<file path="src/rtl/dp_grant_seq_pkg.sv">
// rtl/dp_grant_seq_pkg.sv - shared sizing, state encoding and code-pair legality rule
// Used by both the dual-priority encoder and the grant sequencer.
package dp_grant_seq_pkg;

  localparam int N_REQ  = 12;
  localparam int CODE_W = 4;

  typedef enum logic [1:0] {
    IDLE = 2'd0,
    GNT1 = 2'd1,
    GNT2 = 2'd2
  } state_t;

  typedef struct packed {
    logic [CODE_W-1:0] first;
    logic [CODE_W-1:0] second;
    logic              err;
  } pair_t;

  function automatic logic code_in_range(input logic [CODE_W-1:0] code);
    return code <= CODE_W'(N_REQ);
  endfunction

  // Illegal fields collapse to 0; a second code with no first is discarded and flagged.
  function automatic pair_t check_pair(input logic [CODE_W-1:0] first,
                                       input logic [CODE_W-1:0] second);
    pair_t p;
    logic  first_bad;
    logic  second_bad;
    first_bad  = !code_in_range(first);
    second_bad = !code_in_range(second) || ((second != '0) && (second >= first));
    p.first    = first_bad ? '0 : first;
    p.second   = (second_bad || (p.first == '0)) ? '0 : second;
    p.err      = first_bad || second_bad || ((p.first == '0) && (second != '0));
    return p;
  endfunction

endpackage

</file>
<file path="src/rtl/dp_grant_seq_code_dec.sv">
// rtl/dp_grant_seq_code_dec.sv - 1-based code to one-hot grant decoder
// Codes 0 and above N_REQ decode to all-zero.
module dp_code_dec
  import dp_grant_seq_pkg::*;
(
  input  logic [CODE_W-1:0] code,
  output logic [N_REQ-1:0]  onehot
);

  always_comb begin
    onehot = '0;
    for (int k = 0; k < N_REQ; k++) begin
      onehot[k] = (code == CODE_W'(k + 1));
    end
  end

endmodule

</file>
<file path="src/rtl/dp_grant_seq.sv">
// rtl/dp_grant_seq.sv - serves a captured code pair as back-to-back held grants
// Each grant ends on done or after TIMEOUT cycles; outputs are registered.
module dp_grant_seq
  import dp_grant_seq_pkg::*;
#(
  parameter int TIMEOUT = 16
) (
  input  logic              clk,
  input  logic              reset,
  input  logic              in_valid,
  output logic              in_ready,
  input  logic [CODE_W-1:0] first,
  input  logic [CODE_W-1:0] second,
  output logic [N_REQ-1:0]  grant,
  output logic [CODE_W-1:0] grant_code,
  input  logic              done,
  output logic              busy,
  output logic              timeout,
  output logic              err
);

  localparam int               CNT_W    = $clog2(TIMEOUT);
  localparam logic [CNT_W-1:0] CNT_LAST = CNT_W'(TIMEOUT - 1);

  state_t            state;
  logic [CODE_W-1:0] code1;
  logic [CODE_W-1:0] code2;
  logic [CNT_W-1:0]  cnt;

  pair_t             pair;
  logic              at_limit;
  logic              hold_end;
  logic [CODE_W-1:0] next_code;
  logic [N_REQ-1:0]  next_grant;

  assign in_ready = (state == IDLE);
  assign pair     = check_pair(first, second);
  assign at_limit = (cnt == CNT_LAST);
  assign hold_end = done || at_limit;

  // Code that will be granted in the next cycle; the registered grant follows it.
  always_comb begin
    next_code = '0;
    case (state)
      IDLE:    next_code = in_valid ? pair.first : '0;
      GNT1:    next_code = hold_end ? code2 : code1;
      GNT2:    next_code = hold_end ? '0 : code2;
      default: next_code = '0;
    endcase
  end

  dp_code_dec u_dec (
    .code   (next_code),
    .onehot (next_grant)
  );

  always_ff @(posedge clk) begin
    if (reset) begin
      state      <= IDLE;
      code1      <= '0;
      code2      <= '0;
      cnt        <= '0;
      grant      <= '0;
      grant_code <= '0;
      busy       <= 1'b0;
      timeout    <= 1'b0;
      err        <= 1'b0;
    end else begin
      grant      <= next_grant;
      grant_code <= next_code;
      busy       <= (next_code != '0);
      timeout    <= 1'b0;
      err        <= 1'b0;
      case (state)
        IDLE: begin
          cnt <= '0;
          if (in_valid) begin
            code1 <= pair.first;
            code2 <= pair.second;
            err   <= pair.err;
            if (pair.first != '0) begin
              state <= GNT1;
            end
          end
        end
        GNT1: begin
          if (hold_end) begin
            cnt     <= '0;
            timeout <= !done;
            state   <= (code2 != '0) ? GNT2 : IDLE;
          end else begin
            cnt <= cnt + 1'b1;
          end
        end
        GNT2: begin
          if (hold_end) begin
            cnt     <= '0;
            timeout <= !done;
            state   <= IDLE;
          end else begin
            cnt <= cnt + 1'b1;
          end
        end
        default: begin
          state <= IDLE;
          cnt   <= '0;
        end
      endcase
    end
  end

endmodule

</file>
<file path="config.mk">
export PLATFORM = sky130hd
export DESIGN_NAME = dp_grant_seq
export DESIGN_NICKNAME = d
export VERILOG_FILES = /design/src/rtl/dp_grant_seq_pkg.sv /design/src/rtl/dp_grant_seq_code_dec.sv /design/src/rtl/dp_grant_seq.sv
export SDC_FILE = /design/constraint.sdc
export NUM_CORES = 1
export LEC_CHECK = 0
export BUFFER_PORTS_ARGS = -buffer_cell sky130_fd_sc_hd__buf_2
export CORE_UTILIZATION = 30
export CTS_CLUSTER_DIAMETER = 100
export DETAILED_ROUTE_END_ITERATION = 8
export GPL_TIMING_DRIVEN = 0
export PLACE_DENSITY = 0.58
export SLEW_MARGIN = 20
export SYNTH_ARGS = -nofsm -noshare
export SYNTH_HDL_FRONTEND = slang
export SYNTH_HIERARCHICAL = 1
export SYNTH_SLANG_ARGS = --single-unit
</file>
<file path="constraint.sdc">
create_clock -name clk -period 6.53 [get_ports clk]
set_clock_uncertainty 0.2 [all_clocks]
set_input_delay 1.306 -clock clk [delete_from_list [all_inputs] [get_ports clk]]
set_output_delay 1.306 -clock clk [all_outputs]
set_load 0.05 [all_outputs]
</file>
==> impl_metrics.sql <==
INSERT INTO impl_metrics (metric_group, metric, value, unit) VALUES
('run_status', 'run_status', 'finished, final reports clean', ''),
('detailed_routing', 'wl_per_cell', '11.5', 'um'),
('layout', 'cell_area_after_layout', '1900', 'um2'),
('layout', 'fin_cells', '267', ''),
('grt', 'antenna_found_initial', '0', ''),
('synthesis', 'netlist_instances', '161', ''),
('worst_setup_path', 'worst_path_largest_cell_delay', '0.47', 'ns'),
('sta', 'timing.final.crit_period', '3.30', 'ns'),
('power_and_ir_drop', 'total_leakage_power', '0.000844', 'uW'),
('worst_setup_path', 'cp_common_cell', 'sky130_fd_sc_hd__buf_2', ''),
('clock_tree', 'cts-resized-gates', '0', ''),
('clock_tree', 'cts_buffer_count', '5', ''),
('synthesis', 'post_synth_instance_area', '1570', 'um2'),
('layout', 'layout-area-overhead-vs-synth', '20.7', '%'),
('clock_tree', 'clock_tree.root_cell', 'sky130_fd_sc_hd__clkbuf_8', ''),
('detailed_routing', 'vias', '1253', ''),
('detailed_routing', 'firstDrtPassIters', '4', ''),
('clock_tree', 'insertion_delay', '0.28', 'ns'),
('layout', 'post_route_cells_drive_above_1_share', '0.275', ''),
('synthesis', 'postSynthNetCount', '182', ''),
('detailed_routing', 'drtAntennaViolNets', '0', ''),
('synthesis', 'yosysSeqAreaShare', '0.420', ''),
('grt', 'grt_first_pass_wirelength', '5340', 'um'),
('synthesis', 'cell_type_contributing_the_most_total_cell_area_after_synthesis', 'sky130_fd_sc_hd__dfxtp_1', ''),
('placement', 'numPortBuffers', '31', ''),
('layout', 'layout.cells.most_common', 'sky130_fd_sc_hd__buf_2', ''),
('floorplan', 'rows', '25', ''),
('floorplan', 'floorplan.initialDensity', '0.322', ''),
('floorplan', 'core-area', '4880', 'um2'),
('clock_tree', 'cts-root-to-sink-buffers', '2', ''),
('synthesis', 'synth_edf_count', '0', ''),
('clock_tree', 'cts_setup_buffers', '0', ''),
('sta', 'crit_share_post_route', '0.505', ''),
('placement', 'final_estimated_routing_congestion_in_global_placement', '0.828', ''),
('sta', 'finalSetupViolCount', '0', ''),
('worst_setup_path', 'worst_ep_required_time', '6.49', 'ns'),
('sta', 'timing.final.max_slew_violations', '0', ''),
('detailed_routing', 'postRouteWirelength', '3080', 'um'),
('synthesis', 'syn_area_cell', '9.77', 'um2'),
('detailed_routing', 'post_drt_via_cell_ratio', '4.69', ''),
('clock_tree', 'cts_tree', 'built', ''),
('detailed_routing', 'drcViolationCount', '0', ''),
('layout', 'final_nets', '220', ''),
('clock_tree', 'cts_num_sinks', '33', ''),
('power_and_ir_drop', 'worst_case_vdd_ir_drop', '0.0000655', 'V'),
('synthesis', 'netlist.area_leader.share', '0.420', ''),
('min_path', 'worst_hold_path_type', 'reg2reg', ''),
('synthesis', 'synth_area_leaders', 'sky130_fd_sc_hd__dfxtp_1 42%, sky130_fd_sc_hd__ha_1 7.2%, sky130_fd_sc_hd__nor2b_1 5.6%, sky130_fd_sc_hd__nor4b_2 3.8%, sky130_fd_sc_hd__nor2_1 3.1%', ''),
('layout', 'n_antenna_cell', '0', ''),
('worst_setup_path', 'timing.critical_path.cells', 'buf_2 > a31oi_1 > mux2_2 > a222oi_1 > nor2_1 > buf_2 > and4bb_2 > nor2b_1', ''),
('detailed_routing', 'drt-initial-drc-count', '30', ''),
('placement', 'hpwl', '2300', 'um'),
('worst_setup_path', 'critical_path_class', 'in2reg', ''),
('run', 'drv_cap', '0', ''),
('worst_setup_path', 'critical-path-slowest-cell', 'sky130_fd_sc_hd__a222oi_1', ''),
('sta', 'setup-tns-final', '0', 'ns'),
('sta', 'worst_margin_slew', '0.456', 'ns'),
('floorplan', 'floorplan.io_pins', '32', ''),
('clock_tree', 'clock_tree.htree_level_count', '2', ''),
('synthesis', 'synth.lib_cells_used.distinct', '42', ''),
('grt', 'grt_overflow', '0', ''),
('sta', 'timing.fmax', '303', 'MHz'),
('sta', 'timing.final.hold_violations', '0', ''),
('synthesis', 'flop_and_latch_count_out_of_synthesis', '33', ''),
('grt', 'largest_net_degree_at_the_start_of_global_routing', '12', ''),
('power_and_ir_drop', 'p_per_area', '233', 'nW/um2'),
('worst_setup_path', 'endpoint_kind', 'register', ''),
('worst_setup_path', 'worst_ep_arrival_time', '3.26', 'ns'),
('worst_setup_path', 'worst_setup_path_start_kind', 'input pin', ''),
('grt', 'grt_use_total', '0.127', ''),
('placement', 'placedInstanceArea', '1810', 'um2');
sequential cells by signal (all words and copies together), names as in the netlist:
name	flops
err	1
grant_code	4
cnt	4
code2	4
code1	4
grant	12
busy	1
timeout	1
state	2
path summary, 6_finish.rpt:
kind,end,slack (ns),cells past startpoint,from
min reg2reg,cnt[0],0.25,1,cnt[0]
max reg2reg,grant[8],3.76,8,cnt[0]
min,cnt[0],0.25,1,cnt[0]
max,grant[8],3.23,8,done
report_power, final:
part           internal (uW)  switching [uW]  total [uW]
registers                209            3.84         213
logic                   28.4            51.7        80.1
clock network           73.4            75.2         149
total                    311             131         441
stage by stage:
stage / util / setup WS, ns / power [uW] / hold slack [ns]
floorplan: - / 3.29 / 276 / 0.218
global placement: 0.371 / 2.95 / 297 / 0.234
detailed placement: 0.371 / 2.93 / 297 / 0.242
CTS: 0.389 / 3.24 / 448 / 0.253
global route: 0.389 / 3.02 / 468 / 0.288
finish: 0.389 / 3.23 / 441 / 0.250
worst max-delay path, delay by kind of cell:
kind,cells,cell delay [ns]
buf+inv,2,0.30
mux,1,0.43
simple gates,3,0.47
compound gates,2,0.75
layout make-up:
cell class / count / area, um2 / share of cell area
well taps: 67 / 83.8 / 0.0442
inverters: 10 / 37.5 / 0.0198
multi-input cells: 109 / 836 / 0.440
flip-flops and latches: 33 / 661 / 0.348
repair buffers: 31 / 155 / 0.0817
clock inverters: 3 / 17.5 / 0.00923
plain buffers: 9 / 38.8 / 0.0204
clock buffers: 5 / 68.8 / 0.0363
synth_stat cells, types with 2 or more instances:
master and instances:
sky130_fd_sc_hd__nor3_1 4, sky130_fd_sc_hd__buf_2 4, sky130_fd_sc_hd__ha_1 9, sky130_fd_sc_hd__o41ai_1 3, sky130_fd_sc_hd__nand3b_1 6, sky130_fd_sc_hd__nor3b_1 2
sky130_fd_sc_hd__clkbuf_1 4, sky130_fd_sc_hd__nand3_1 2, sky130_fd_sc_hd__nor2b_1 14, sky130_fd_sc_hd__a31oi_1 3, sky130_fd_sc_hd__and4bb_1 3, sky130_fd_sc_hd__and4b_1 2
sky130_fd_sc_hd__nand2b_1 2, sky130_fd_sc_hd__inv_1 10, sky130_fd_sc_hd__dfxtp_1 33, sky130_fd_sc_hd__a21oi_1 5, sky130_fd_sc_hd__a22oi_1 2, sky130_fd_sc_hd__nand2_1 2
sky130_fd_sc_hd__or4_1 2, sky130_fd_sc_hd__nor2_1 13, sky130_fd_sc_hd__o211ai_1 2, sky130_fd_sc_hd__and2_1 2, sky130_fd_sc_hd__a221o_1 2, sky130_fd_sc_hd__o21ai_0 5
sky130_fd_sc_hd__and4bb_2 3, sky130_fd_sc_hd__nor4b_2 4, sky130_fd_sc_hd__a222oi_1 3
layer usage:
metal,up-vias,track usage,wire length (um)
li1,663,-,-
met5,-,0,0
met2,46,0.191,1240
met3,5,0.0339,183
met4,0,0.0608,41
met1,539,0.168,1610
kinds of logic (layout without fill, tap and decap cells):
kind of cell | after synthesis | count (layout) | share of synthesized area
simple gates | 66 | 66 | 0.300
flops | 33 | 33 | 0.420
compound gates | 31 | 31 | 0.142
buf+inv | 19 | 58 | 0.0485
fa+ha+maj | 9 | 9 | 0.0716
xor+xnor | 2 | 2 | 0.0111
mux | 1 | 1 | 0.00716
Note: power is estimated with default switching activity, not from simulation.
